<file path="config.mk">
export PLATFORM = sky130hd
export DESIGN_NAME = ts_sync_aligner
export DESIGN_NICKNAME = d
export VERILOG_FILES = /design/src/rtl/ts_sync_aligner.sv
export SDC_FILE = /design/constraint.sdc
export NUM_CORES = 1
export LEC_CHECK = 0
export CAP_MARGIN = 30
export CORE_AREA = 2 2 73 75
export CTS_BUF_LIST = sky130_fd_sc_hd__clkbuf_8
export DETAILED_ROUTE_END_ITERATION = 6
export DIE_AREA = 0 0 75 77
export PLACE_DENSITY = 0.8
export SLEW_MARGIN = 20
export SYNTH_ARGS = -nofsm -noshare
export SYNTH_HDL_FRONTEND = slang
export SYNTH_SLANG_ARGS = --single-unit
</file>
<file path="constraint.sdc">
create_clock -name i_Clk -period 1.85 [get_ports i_Clk]
set_input_delay 0.37 -clock i_Clk [delete_from_list [all_inputs] [get_ports i_Clk]]
set_output_delay 0.37 -clock i_Clk [all_outputs]
set_load 0.01 [all_outputs]
</file>
<file path="src/rtl/ts_sync_aligner.sv">
// ts_sync_aligner
// Hunts for the MPEG-TS sync byte in a raw byte stream and locks once
// LOCK_CNT syncs in a row arrive exactly one packet length apart.
// While locked it forwards whole aligned packets, marking each packet
// start with o_Sync. It keeps flywheeling through isolated sync errors
// and drops lock only on a packet boundary.
module ts_sync_aligner #(
    parameter logic [7:0] SYNC_BYTE  = 8'h47,
    parameter int         LOCK_CNT   = 3,
    parameter int         UNLOCK_CNT = 3
) (
    input  logic       i_Clk,
    input  logic       i_nRst,
    input  logic       i_Valid,
    input  logic [7:0] i_Data,
    input  logic [7:0] i_PacketLength,
    output logic       o_Valid,
    output logic       o_Sync,
    output logic [7:0] o_Data,
    output logic       o_Locked,
    output logic [7:0] o_SyncLossCnt
);

    localparam int GW = $clog2(LOCK_CNT + 1);
    localparam int MW = $clog2(UNLOCK_CNT + 1);

    typedef enum logic [1:0] {
        HUNT,
        VERIFY,
        LOCK
    } state_t;

    state_t          state_q, state_d;
    logic [7:0]      len_q, len_d;
    logic [7:0]      pos_q, pos_d;
    logic [GW-1:0]   good_q, good_d;
    logic [MW-1:0]   miss_q, miss_d;
    logic            valid_q, valid_d;
    logic            sync_q, sync_d;
    logic [7:0]      data_q, data_d;
    logic            locked_q, locked_d;
    logic [7:0]      lossCnt_q, lossCnt_d;

    logic [7:0]      posNext;
    logic [GW-1:0]   goodInc;
    logic [MW-1:0]   missInc;
    logic            isSync;
    logic            atBoundary;

    // Hunt/verify/lock decisions plus the forwarded byte for the next cycle
    always_comb begin
        state_d    = state_q;
        len_d      = len_q;
        pos_d      = pos_q;
        good_d     = good_q;
        miss_d     = miss_q;
        valid_d    = 1'b0;
        sync_d     = 1'b0;
        data_d     = data_q;
        lossCnt_d  = lossCnt_q;

        posNext    = (pos_q == len_q - 8'd1) ? 8'd0 : pos_q + 8'd1;
        goodInc    = good_q + GW'(1);
        missInc    = miss_q + MW'(1);
        isSync     = (i_Data == SYNC_BYTE);
        atBoundary = (pos_q == 8'd0);

        if (i_Valid) begin
            case (state_q)
                HUNT: begin
                    if (isSync && (i_PacketLength >= 8'd8)) begin
                        len_d  = i_PacketLength;
                        pos_d  = 8'd1;
                        good_d = GW'(1);
                        miss_d = '0;
                        if (LOCK_CNT == 1) begin
                            state_d = LOCK;
                            valid_d = 1'b1;
                            sync_d  = 1'b1;
                            data_d  = i_Data;
                        end else begin
                            state_d = VERIFY;
                        end
                    end
                end
                VERIFY: begin
                    pos_d = posNext;
                    if (atBoundary) begin
                        if (isSync) begin
                            good_d = goodInc;
                            if (goodInc == GW'(LOCK_CNT)) begin
                                state_d = LOCK;
                                miss_d  = '0;
                                valid_d = 1'b1;
                                sync_d  = 1'b1;
                                data_d  = i_Data;
                            end
                        end else begin
                            state_d = HUNT;
                        end
                    end
                end
                LOCK: begin
                    pos_d = posNext;
                    if (atBoundary && !isSync && (missInc == MW'(UNLOCK_CNT))) begin
                        state_d   = HUNT;
                        miss_d    = '0;
                        lossCnt_d = (lossCnt_q == 8'hFF) ? lossCnt_q : lossCnt_q + 8'd1;
                    end else begin
                        valid_d = 1'b1;
                        sync_d  = atBoundary;
                        data_d  = i_Data;
                        if (atBoundary) begin
                            miss_d = isSync ? '0 : missInc;
                        end
                    end
                end
                default: begin
                    state_d = HUNT;
                end
            endcase
        end

        locked_d = (state_d == LOCK);
    end

    // State and output registers with synchronous active-low reset
    always_ff @(posedge i_Clk) begin
        if (!i_nRst) begin
            state_q   <= HUNT;
            len_q     <= 8'd0;
            pos_q     <= 8'd0;
            good_q    <= '0;
            miss_q    <= '0;
            valid_q   <= 1'b0;
            sync_q    <= 1'b0;
            data_q    <= 8'd0;
            locked_q  <= 1'b0;
            lossCnt_q <= 8'd0;
        end else begin
            state_q   <= state_d;
            len_q     <= len_d;
            pos_q     <= pos_d;
            good_q    <= good_d;
            miss_q    <= miss_d;
            valid_q   <= valid_d;
            sync_q    <= sync_d;
            data_q    <= data_d;
            locked_q  <= locked_d;
            lossCnt_q <= lossCnt_d;
        end
    end

    assign o_Valid       = valid_q;
    assign o_Sync        = sync_q;
    assign o_Data        = data_q;
    assign o_Locked      = locked_q;
    assign o_SyncLossCnt = lossCnt_q;

endmodule
</file>
Word level (Yosys, flattened, before mapping)
Index checks and enable logic that the tools add are counted.

storage, ports and cells
  register bits = 41
  bits in latches = 0
  memory bits (writable) = 0
  memory bits (read-only) = 0
  input bits = 19
  output and inout bits = 19
  memories kept = 0

cells by class
  $add $sub $neg = 5
  multipliers = 0
  divide/modulo/power cells = 0
  $lt $le $gt $ge = 1
  equality and inequality tests = 14
  shifts and indexed selects = 0
  mux-type cells = 34
  bitwise operators = 1
  reductions and logical operators = 18

operators with widths
  kind                   count
  $mux W8                6
  $mux W2                16
  $pmux W8 S2            2
  $add A8 B1 Y8 const B  2
  $pmux W2 S3            2
  $ne A2 B2 Y1 const B   5
  $eq A2 B2 Y1 const B   4
  $eq A8 B7 Y1 const B   1
  $eq A8 B8 Y1           1
  $eq A8 B8 Y1 const B   1
  $ge A8 B4 Y1 const B   1
  $logic_not A8 Y1       1
  $sub A8 B1 Y8 const B  1
  $reduce_and A7 Y1      1
  $reduce_and A3 Y1      2
  $reduce_and A6 Y1      1
  $reduce_bool A2 Y1     3
  $mux W1                5
  $reduce_and A5 Y1      1
  $add A2 B1 Y2 const B  2
  $pmux W1 S2            2
  $pmux W2 S2            1
  $reduce_and A4 Y1      1
  $logic_and A1 B1 Y1    3
  8 further kinds        8

Depth between registers and ports, before layout
  depth after elaboration = 8
  depth in mapped cells = 8

Worst setup path before layout
OpenSTA, ideal clock, no wires.

  kind = register to register
  from = reg state_q[0]
  to = reg pos_q[5]
  setup time = 0.079 ns
  data arrival time = 1.887 ns
  slack = -0.117 ns
  stages on the path, launching flop included = 9
  clock period less this slack = 1.967 ns
  cell sequence = dfxtp_1 > inv_1 > ha_1 > clkbuf_1 > nand3b_1 > inv_1 > nor2_2 > or4_1 > a22oi_1

on the way
  cells in the longest elaborated chain, start to end = 4
  elaborated cells between the ends (all ways) = 8
  classes of those cells = 3 x eq/ne; 1 x mux; 4 x reduce/logical

ends and longest elaborated chain
  what                                          RTL line  RTL
  from (decl)                                   33        state_t state_q, state_d;
  from (signal assigned)                        141       state_q <= state_d;
  $eq A2 B2 Y1 or $eq A2 B1 Y1 (tied branches)  69        case (state_q)
  $reduce_or A2 Y1 (no source line)             n/a
  $reduce_bool A2 Y1 (no source line)           n/a
  $reduce_and A3 Y1 (no source line)            n/a
  to (signal assigned)                          143       pos_q <= pos_d;
  to (decl)                                     35        logic [7:0] pos_q, pos_d;

Several ways; a longest one is shown, not always the timed one.
A chain may end at the register's enable or synchronous reset.

Final worst setup path
  from = in i_PacketLength[7]
  to = reg locked_q, in the netlist o_Locked

on the way
  cells in the longest elaborated chain, start to end = 6

ends and longest elaborated chain
  what                  RTL line  RTL
  from (decl)           16        input logic [7:0] i_PacketLength,
  $ge A8 B4 Y1          71        if (isSync && (i_PacketLength >= 8'd8)) begin
  $logic_and A1 B1 Y1   71
  $mux W2               71
  $pmux W2 S3           69
  $mux W2               68        if (i_Valid) begin
  $eq A2 B2 Y1          124       locked_d = (state_d == LOCK);
  to (signal assigned)  149       locked_q <= locked_d;
  to (decl)             41        logic locked_q, locked_d;

No other way between the ends.

==> flow_summary.json <==
{
  "fin_nets": 399,
  "vdd_ir_drop_max_mv": 0.320,
  "hold_viol": 0,
  "drc": 0,
  "worst-setup-path-type": "primary input to flop",
  "worstPathMaxFanout": 5,
  "drive_gt1_frac": 0.353,
  "fin_crit_sh": 1.05,
  "post_synth.cell_area_avg_sq_um": 8.87,
  "ant_nets": 0,
  "synth_warnings": 0,
  "synthDistinctLibCells": 58,
  "whs_path_depth": 3,
  "rsz0062_at_grt": "yes",
  "synth.cell_area_sq_mm": 0.00242,
  "grt_pass1_wl_mm": 11.3,
  "routed_via_density": 5.95,
  "dr.pass1.iters": 5,
  "period_minus_slack_ns": 1.95,
  "htree_levels": 2,
  "status": "complete, but fails checks",
  "grtUsageTotal": 0.252,
  "clk-insertion-delay-late_ns": 0.31,
  "setup_slack_ns": -0.102,
  "io_buffer_count": 37,
  "hold_class": "primary input to flop",
  "violations": "setup timing",
  "final_core_util": 0.750,
  "synth_flop_cell": "dfxtp_1",
  "die-height_um": 77,
  "async_reset_ff_frac": 0,
  "grt_pass1_vias": 2465,
  "endpoint_kind": "flop",
  "worstHoldStart": "i_Data[3]",
  "cts_root_buf": "clkbuf_8",
  "stdcell_area_sq_mm": 0.00373,
  "finalWirelength_mm": 7.91,
  "cts_sinks": 41,
  "antenna_cells": 0,
  "cp-start-kind": "primary input",
  "synth-seq-cells": 41,
  "dp_hpwl_mm": 4.67,
  "required_ns": 2.05,
  "skew_ns": 0.00559,
  "postSynthCellCount": 273,
  "ios": 38,
  "hold_end": "o_Data[3]",
  "holdWs_ns": 0.361,
  "reg2reg_from": "pos_q[7]",
  "fmax_mhz": 512,
  "gr-usage-met2": 0.383,
  "met1_usage": 0.321,
  "max_cap_violations": 0,
  "yosysTopAreaCellShare": 0.339,
  "antenna_found_initial": 0,
  "wl_per_cell_um": 17.9,
  "grt_remaining_overflow": 0,
  "register_area_sq_um": 825,
  "grt-busiest-layer": "met2",
  "drt_iter0_markers": 174,
  "powerDensity_mw_per_mm2": 435,
  "via_count": 2625,
  "tightest_slew_ns": 0.468,
  "grt_start_max_net_pins": 15,
  "fp.dieArea_sq_mm": 0.00578,
  "r2r_end": "pos_q[4]",
  "die_x_um": 75,
  "numCtsBuffers": 5,
  "tritoncts": "yes",
  "yosysSeqAreaShare": 0.339,
  "gp_congestion": 0.916,
  "r2r_setup_slack_ns": -0.08,
  "core_sq_mm": 0.00498,
  "met3_usage": 0.0670,
  "clk_path_buf_depth": 2,
  "synth-edff-count": 0,
  "finalSetupViolCount": 12,
  "multi_input_area_sq_mm": 0.00179,
  "slew_viol_final": 0,
  "dp_cells": 419,
  "p_leak_nw": 1.44,
  "placementRows": 26,
  "synth_nets": 302,
  "final_cells": 441,
  "max-slew-margin-rel": 0.688,
  "yosysMostFrequentCell": "dfxtp_1",
  "clk_transition_reported_paths_ns": 0.08,
  "yosysTopAreaCell": "dfxtp_1",
  "place_area_sq_mm": 0.00325,
  "r2r_cells": 5,
  "yosys-top-cells-area": "dfxtp_1, ha_1, xnor2_1",
  "start_util": 0.486,
  "fill_cells": 313,
  "yosys-top-cells-count": "dfxtp_1, a21oi_1, nor2_1, nand3_1, nand2_1",
  "area.growth.synth_to_final_pct": 54.3,
  "arrival_ns": 2.15
}
-- logic make-up (layout without fill, tap and decap cells) --
kind of cell,after synthesis,count (layout),synth area share
multiplexers,10,10,0.0413
buffers and inverters,24,122,0.0377
AO/OA/AOI/OAI,65,65,0.209
flip-flops,41,41,0.339
adder cells (fa/ha/maj),10,10,0.0517
AND/OR/NAND/NOR,101,101,0.242
XOR/XNOR,22,22,0.0796
-- through the flow --
| step | worst slack [ns] | total power, W | TNS, ns |
|---|---|---|---|
| floorplan | -0.0232 | 0.000940 | -0.0505 |
| global placement | -0.489 | 0.00102 | -17.29 |
| detailed placement | -0.558 | 0.00102 | -19.12 |
| CTS | -0.0409 | 0.00161 | -0.0740 |
| global route | -0.168 | 0.00166 | -1.98 |
| finish | -0.102 | 0.00163 | -0.539 |
-- power breakdown --
part,internal (W),switching [W],leakage (nW)
combinational,0.0000581,0.0000669,1.07
sequential,0.000882,0.000000434,0.332
clock,0.000265,0.000354,0.0364
-- repair_timing --
action / 4_1_cts / 5_1_grt
gates cloned: 0 / 0
resized for setup: 58 / 33
endpoints found under the setup margin: 40 / 36
pin swaps: 19 / 21
setup buffers: 12 / 3
hold buffers: 0 / 0
-- final cells by class --
class | instances | area share
Multi-Input combinational cell | 208 | 0.479
Tap cell | 70 | 0.0235
Sequential cell | 41 | 0.221
Clock buffer | 5 | 0.0184
Timing Repair Buffer | 99 | 0.236
Inverter | 15 | 0.0161
Clock inverter | 3 | 0.00603
-- state kept, by name, indices dropped and copies added (netlist names) --
name,count
len_q,8
o_Data,8
state_q,2
pos_q,8
o_SyncLossCnt,8
o_Locked,1
o_Valid,1
miss_q,2
good_q,2
o_Sync,1
-- layer usage --
| metal | wire [um] | vias to the layer above |
|---|---|---|
| met5 | 0 | - |
| met3 | 536 | 39 |
| met1 | 3290 | 1256 |
| met2 | 3770 | 131 |
| li1 | - | 1199 |
| met4 | 320 | 0 |
-- worst max path at each step --
stage,end,startpoint,cells past startpoint
floorplan,pos_q[5],state_q[0],8
global placement,o_Locked,i_Data[4],6
detailed placement,miss_q[0],i_PacketLength[5],6
CTS,miss_q[0],pos_q[0],9
global route,pos_q[4],pos_q[7],5
finish,o_Locked,i_PacketLength[7],6
-- critical path, cell delays in order --
cell and delay [ns]:
dlygate4sd2_1 0.25, or4_4 0.53, o211ai_1 0.30, a21oi_1 0.13, o211a_1 0.25, nor4_1 0.32
-- cells in the final DEF (no fill, tap or decap), drive strengths merged, types with 2 or more instances in the layout --
cell and instances:
a2111oi 3, a21oi 21, a22oi 3, a31oi 3, and2 6, and3 2, buf 63, clkbuf 7
clkdlybuf4s15 3, clkdlybuf4s50 25, clkinvlp 4, dfxtp 41, dlygate4sd2 6, ha 10, inv 13, mux2i 10
nand2 15, nand2b 2, nand3 18, nand3b 2, nand4 5, nor2 22, nor3 8, nor3b 2
nor4 5, nor4b 2, o2111ai 3, o211a 2, o211ai 2, o21ai 15, o22ai 2, o311ai 2
o31ai 2, or4 6, xnor2 14, xor2 8
No activity file was read; power rests on OpenSTA's default activity.
